<file path="src/rtl/display_digit_decoder.sv">
// display_digit_decoder
// Takes the scan controller's digit index and anode vector and produces the
// matching 7-segment cathodes, decimal point and a re-timed anode vector.
// The displayed value is double buffered: new data lands in a staging
// register and is copied to the display register only at the start of a
// scan frame (seg_sel == 0), so a frame never shows a mix of two values.
// Cathodes, dp and anode_out are registered on the same edge so a digit's
// anode and its cathodes always switch together.

module display_digit_decoder #(
  parameter int ACTIVE_LOW = 1
) (
  input  logic       clk,
  input  logic       reset,
  input  logic [2:0] seg_sel,
  input  logic [7:0] anode_in,
  input  logic [31:0] data_in,
  input  logic       load,
  input  logic [7:0] dp_en,
  input  logic       blank_lz,
  output logic       pending,
  output logic [6:0] seg,
  output logic       dp,
  output logic [7:0] anode_out
);

  // Board-level polarity: active-high outputs are the bitwise inverse of the
  // active-low form computed internally.
  localparam logic       INVERT    = (ACTIVE_LOW == 0);
  localparam logic [6:0] SEG_OFF   = INVERT ? 7'h00 : 7'h7F;
  localparam logic       DP_OFF    = INVERT ? 1'b0  : 1'b1;
  localparam logic [7:0] ANODE_OFF = INVERT ? 8'h00 : 8'hFF;

  // Active-low hex decode, seg[6:0] = {a,b,c,d,e,f,g}.
  function automatic logic [6:0] hex_to_seg(input logic [3:0] nib);
    logic [6:0] s;
    case (nib)
      4'h0:    s = 7'b0000001;
      4'h1:    s = 7'b1001111;
      4'h2:    s = 7'b0010010;
      4'h3:    s = 7'b0000110;
      4'h4:    s = 7'b1001100;
      4'h5:    s = 7'b0100100;
      4'h6:    s = 7'b0100000;
      4'h7:    s = 7'b0001111;
      4'h8:    s = 7'b0000000;
      4'h9:    s = 7'b0000100;
      4'hA:    s = 7'b0001000;
      4'hB:    s = 7'b1100000;
      4'hC:    s = 7'b0110001;
      4'hD:    s = 7'b1000010;
      4'hE:    s = 7'b0110000;
      default: s = 7'b0111000;
    endcase
    return s;
  endfunction

  // Applies output polarity to a cathode vector.
  function automatic logic [6:0] pol_seg(input logic [6:0] s);
    return INVERT ? ~s : s;
  endfunction

  logic [31:0] staging_r;
  logic [31:0] display_r;
  logic        pending_r;

  logic [3:0]  nib_p0;
  logic [7:0]  zero_above_p0;
  logic        blank_p0;
  logic [6:0]  seg_p0;
  logic        dp_p0;
  logic [7:0]  anode_p0;

  logic [6:0]  seg_p1;
  logic        dp_p1;
  logic [7:0]  anode_p1;

  // Double buffer: load always wins; otherwise commit at frame start.
  always_ff @(posedge clk or posedge reset) begin
    if (reset) begin
      staging_r <= '0;
      display_r <= '0;
      pending_r <= 1'b0;
    end else if (load) begin
      staging_r <= data_in;
      pending_r <= 1'b1;
    end else if (seg_sel == 3'd0 && pending_r) begin
      display_r <= staging_r;
      pending_r <= 1'b0;
    end
  end

  // ---- stage p0: nibble select, leading-zero detect, decode ----

  // zero_above_p0[k] is set when display nibbles k..7 are all zero.
  always_comb begin
    zero_above_p0    = '0;
    zero_above_p0[7] = (display_r[31:28] == 4'h0);
    for (int k = 6; k >= 0; k--) begin
      zero_above_p0[k] = zero_above_p0[k+1] && (display_r[4*k +: 4] == 4'h0);
    end
  end

  // Select the scanned digit, blank it if it is a leading zero, and form
  // polarity-corrected outputs ready for the output register.
  always_comb begin
    nib_p0   = display_r[{seg_sel, 2'b00} +: 4];
    blank_p0 = blank_lz && (seg_sel != 3'd0) && zero_above_p0[seg_sel];
    seg_p0   = pol_seg(blank_p0 ? 7'b1111111 : hex_to_seg(nib_p0));
    dp_p0    = INVERT ? dp_en[seg_sel] : ~dp_en[seg_sel];
    anode_p0 = INVERT ? ~anode_in : anode_in;
  end

  // ---- stage p1: cathodes, dp and anodes registered together ----

  // Output register; reset drives every digit and segment off.
  always_ff @(posedge clk or posedge reset) begin
    if (reset) begin
      seg_p1   <= SEG_OFF;
      dp_p1    <= DP_OFF;
      anode_p1 <= ANODE_OFF;
    end else begin
      seg_p1   <= seg_p0;
      dp_p1    <= dp_p0;
      anode_p1 <= anode_p0;
    end
  end

  assign pending   = pending_r;
  assign seg       = seg_p1;
  assign dp        = dp_p1;
  assign anode_out = anode_p1;

endmodule

</file>
<file path="config.mk">
export PLATFORM = sky130hd
export DESIGN_NAME = display_digit_decoder
export DESIGN_NICKNAME = d
export VERILOG_FILES = /design/src/rtl/display_digit_decoder.sv
export SDC_FILE = /design/constraint.sdc
export NUM_CORES = 1
export LEC_CHECK = 0
export BUFFER_PORTS_ARGS = -buffer_cell sky130_fd_sc_hd__buf_2
export CAP_MARGIN = 20
export CORE_ASPECT_RATIO = 0.6
export CORE_MARGIN = 8
export CORE_UTILIZATION = 59
export CTS_CLUSTER_SIZE = 24
export DETAILED_ROUTE_END_ITERATION = 8
export PLACE_DENSITY = 0.85
export SLEW_MARGIN = 40
export SYNTH_ARGS = -nofsm -noshare
export SYNTH_HDL_FRONTEND = slang
export SYNTH_SLANG_ARGS = --single-unit
</file>
<file path="constraint.sdc">
create_clock -name clk -period 7.2 [get_ports clk]
set_input_delay 1.44 -clock clk [delete_from_list [all_inputs] [get_ports clk]]
set_output_delay 1.44 -clock clk [all_outputs]
set_load 0.01 [all_outputs]
</file>
# After elaboration in Yosys (flattened, before gate mapping)

Memory sizes are Yosys's and may differ from the RTL's.
Cells that the tools add are included.

$lt $le $gt $ge: 1
Bitwise operators: 2
Reductions and logical operators: 22
Shifts and indexed selects: 1
Multiplexer cells: 7

Operators with widths:

| cell               | count |
|---|---|
| $logic_not 4->1    | 8 |
| $shiftx 32x6->4    | 1 |
| $logic_and 1x1->1  | 10 |
| $mux 7             | 1 |
| $bmux 1 s3         | 2 |
| $lt 3x4->1 const B | 1 |
| $mux 1             | 4 |
| $logic_not 3->1    | 1 |
| $reduce_bool 3->1  | 1 |
| $not 1->1          | 2 |
| $reduce_and 2->1   | 1 |
| $reduce_bool 2->1  | 1 |

ROM bits: 112
Output and inout bits: 17
Memories kept: 1
Bits in registers: 81
Input bits: 55

Memories:

| memory          | depth | width | rd ports | clocked after Yosys merged registers in | write ports | line | RTL |
|---|---|---|---|---|---|---|---|
| (no name shown) | 16    | 7     | 1        | 0                                       | 0           | 37   | `case (nib)` |

# Logic depth before layout (Yosys ltp)

Depth after elaboration: 12
Mapped depth: 8
Mapped depth without buffers: 7

# Worst setup path before layout

No wires, ideal clock.

Path type: input port to flip-flop
From: input port seg_sel[0]
To: register seg_p1[3], in the netlist seg[3]
Setup time: 0.103 ns
Data required time: 7.097 ns
Arrival time: 3.309 ns
Slack: 3.788 ns
Cell stages on the path: 8
Cell sequence: buf_2 mux4_1 mux2i_1 inv_1 ha_1 mux2_2 nor2_1 o21ai_0

Longest elaborated chain between the ends: 4
Elaborated cells between the ends (all ways): 8

Ends and longest elaborated chain:

| what                                                                 | line | RTL |
|---|---|---|
| start: declaration                                                   | 15   | `input logic [2:0] seg_sel,` |
| parallel branches: the longest is 3 deep, another holds $mem_v2 16x7 | n/a  |  |
| $mux 7 *                                                             | 109  | `seg_p0 = pol_seg(blank_p0 ? 7'b1111111 : hex_to_seg(nib_p0));` |
| named net seg_p0[3]                                                  | 70   | `logic [6:0] seg_p0;` |
| end signal: assignment                                               | 123  | `seg_p1 <= seg_p0;` |
| end: declaration                                                     | 74   | `logic [6:0] seg_p1;` |

Mark *: on every way through the listed nets, which the timed path passes. The select of a mux whose other input is x is not followed.
A chain may end at the register's enable or synchronous reset.

# Worst setup path after layout

Ends and elaborated chain as after synthesis.

==> impl_metrics.toml <==
[logic_synthesis]
synth_area_mm2 = 0.003537
yosys_warnings = 0
syn_avg_cell_area_um2 = 15.58
synth-async-reset-ratio_pct = 100.0
synth.distinct_cells = 32
yosys_register_bits = 81
ys.flop_type = "dfrtp_1"
synth-edff-count = 0
yosysSeqAreaShare_pct = 57.87
synth_cells = 227
syn_nets = 288

[worst_setup_path]
end_kind = "flip-flop"
r2r-start = "display_r[17]$_DFFE_PP0P_"
path_class = "primary input to flip-flop"
critPathLaunchType = "primary input"
critPathArrivalTime_ns = 3.61
r2r_end = "seg[3]$_DFF_PP1_"
required_ns = 7.44
worstPathMaxFanout = 12
ff2ff_path_depth = 7
worst-r2r-setup-slack_ns = 4.87

[die]
io_pins = 72
dieHeight_um = 75.98
die-area_mm2 = 0.008810
rows = 21
chipWidth_um = 116.0
initial_utilization_pct = 62.32
fp.coreArea_mm2 = 0.005675

[route]
via_per_inst = 5.613
via_count = 2161
drt_iter0_markers = 114
dr.pass1.iters = 4
drc_errors = 0
wl_per_cell_um = 18.09
routed_wl_um = 6964
ant_nets = 0

[placed_design]
gp_congestion = 0.8933
dp.cells = 369
io_buffer_count = 71
dp_hpwl_um = 5228
postPlaceCellArea_mm2 = 0.003955

[timing]
fin_setup_tns_ns = 0
clock_skew_ns = 0.009798
max_freq_mhz = 296.7
period_needed_ns = 3.371
maxSlewViolCount = 0
fin_crit_sh_pct = 46.82
hold_viol_final = 0
rsz0062_at_grt = "false"
tightest_slew_ns = 0.7700
max_slew_margin_pct = 48.67
hold_ws_ns = 0.5075
setup_viol = 0

[min_path]
whs_endpoint = "staging_r[15]$_DFFE_PP0P_"
hold-path-cell-count = 1
min_from = "staging_r[15]$_DFFE_PP0P_"
hold_path.class = "flip-flop to flip-flop"

[final_layout]
area_delta_synth_final_pct = 17.26
layoutNonFillerInstCount = 385
drive_gt1_share_pct = 60.00
antenna_cells = 0
final_cell_mix = "buf_2 (71), mux2_2 (67), dfrtp_1 (65), dfstp_2 (16), clkbuf_8 (11)"
fin_area_mm2 = 0.004148
nNetsFinal = 361
layout.cells.most_common = "buf_2"

[global_route]
overflow = 0
grt_util_all_layers_pct = 16.93
antenna_found_initial = 0
grt_pass1_wl_um = 11700
grt_max_degree = 82
grt_pass1_vias = 2280

[clocking]
cts_tree = "done"
cts_max_path_buffers = 2
cts_resized = 0
hold_buffers = 0
htreeDepth = 3
clock_latency_ns = 0.35
cts_buffers = 9
clk_pin_slew_ns = 0.08
cts.sinks = 81
cts_setup_buffers = 0
cts_root_buffer = "clkbuf_8"

[run_status]
status = "finished, final reports clean"

[power]
power_density_mw_per_mm2 = 291.0
power_leakage_nw = 1.888
vdd_drop_max_mv = 0.1466

[flow_run]
cap_violations = 0
## per-stage QoR
stage | power [mW] | util [%] | setup slack (ns)
6_report | 1.207 | 73.08 | 3.829
5_1_grt | 1.275 | 73.08 | 3.670
4_1_cts | 1.214 | 73.02 | 3.855
3_5_place_dp | 0.9096 | 69.69 | 3.499
3_3_place_gp | 0.8997 | 69.62 | 3.571
2_1_floorplan | 0.8143 | - | 3.706
## report_power, final
| group | total [mW] | internal, mW | switching [mW] |
|---|---|---|---|
| clock network | 0.305 | 0.145 | 0.160 |
| logic | 0.284 | 0.155 | 0.129 |
| registers | 0.618 | 0.558 | 0.0604 |
| total | 1.21 | 0.858 | 0.349 |
## registers in the layout, summed over array words and instances, names as in the netlist
| name | flops |
|---|---|
| staging_r | 32 |
| display_r | 32 |
| anode_out | 8 |
| dp | 1 |
| seg | 7 |
| pending | 1 |
## how the worst max path moves through the flow
| stage | end | slack, ns | depth (start not counted) | startpoint |
|---|---|---|---|---|
| 2_1_floorplan | display_r[0]$_DFFE_PP0P_ | 3.71 | 1 | reset |
| 3_3_place_gp | seg[3]$_DFF_PP1_ | 3.57 | 6 | seg_sel[0] |
| 3_5_place_dp | seg[3]$_DFF_PP1_ | 3.50 | 8 | seg_sel[0] |
| 4_1_cts | seg[3]$_DFF_PP1_ | 3.86 | 8 | seg_sel[0] |
| 5_1_grt | seg[3]$_DFF_PP1_ | 3.67 | 8 | seg_sel[0] |
| 6_report | seg[3]$_DFF_PP1_ | 3.83 | 8 | seg_sel[0] |
## layer usage
layer,track usage (%),up-vias,wire length (um)
li1,-,983,-
met1,24.39,1065,3176
met2,22.41,103,2884
met3,7.437,10,818
met4,4.505,0,85
met5,0,-,0
## cell type report
class / count / area, um2
tap: 80 / 100.1
sequential: 81 / 2047
fill: 404 / 1528
multi-input combinational: 128 / 1411
clock buffer: 11 / 151.4
clock inverter: 5 / 37.54
timing repair buffer: 73 / 374.1
inverter: 7 / 26.28
## critical path, cell delays in order
cell,delay [ns]
buf_2,0.29
mux4_1,0.59
mux2i_1,0.43
inv_1,0.16
ha_1,0.26
mux2_2,0.27
nor2_1,0.08
o21ai_0,0.09
## synthesized netlist by cell type (4+ instances only)
cell type,number,area (um2)
mux2_2,67,754.5
dfrtp_1,65,1627
dfstp_2,16,420.4
inv_1,7,26.28
nor4_1,7,43.79
buf_2,6,30.03
ha_1,6,75.07
mux4_1,6,157.7
mux2i_1,5,50.05
a21oi_1,4,20.02
clkbuf_1,4,15.01
mux4_2,4,90.09
nand2_1,4,15.01
o211ai_1,4,30.03
## kinds of logic after synthesis
kind of cell	count (synthesis)	synth area share, %
flip-flops	81	57.87
AND/OR/NAND/NOR	20	3.078
adder cells (fa/ha/maj)	6	2.122
multiplexers	85	31.23
buffers and inverters	18	2.335
AO/OA/AOI/OAI	17	3.360
Note: power is estimated with default switching activity, not from simulation.
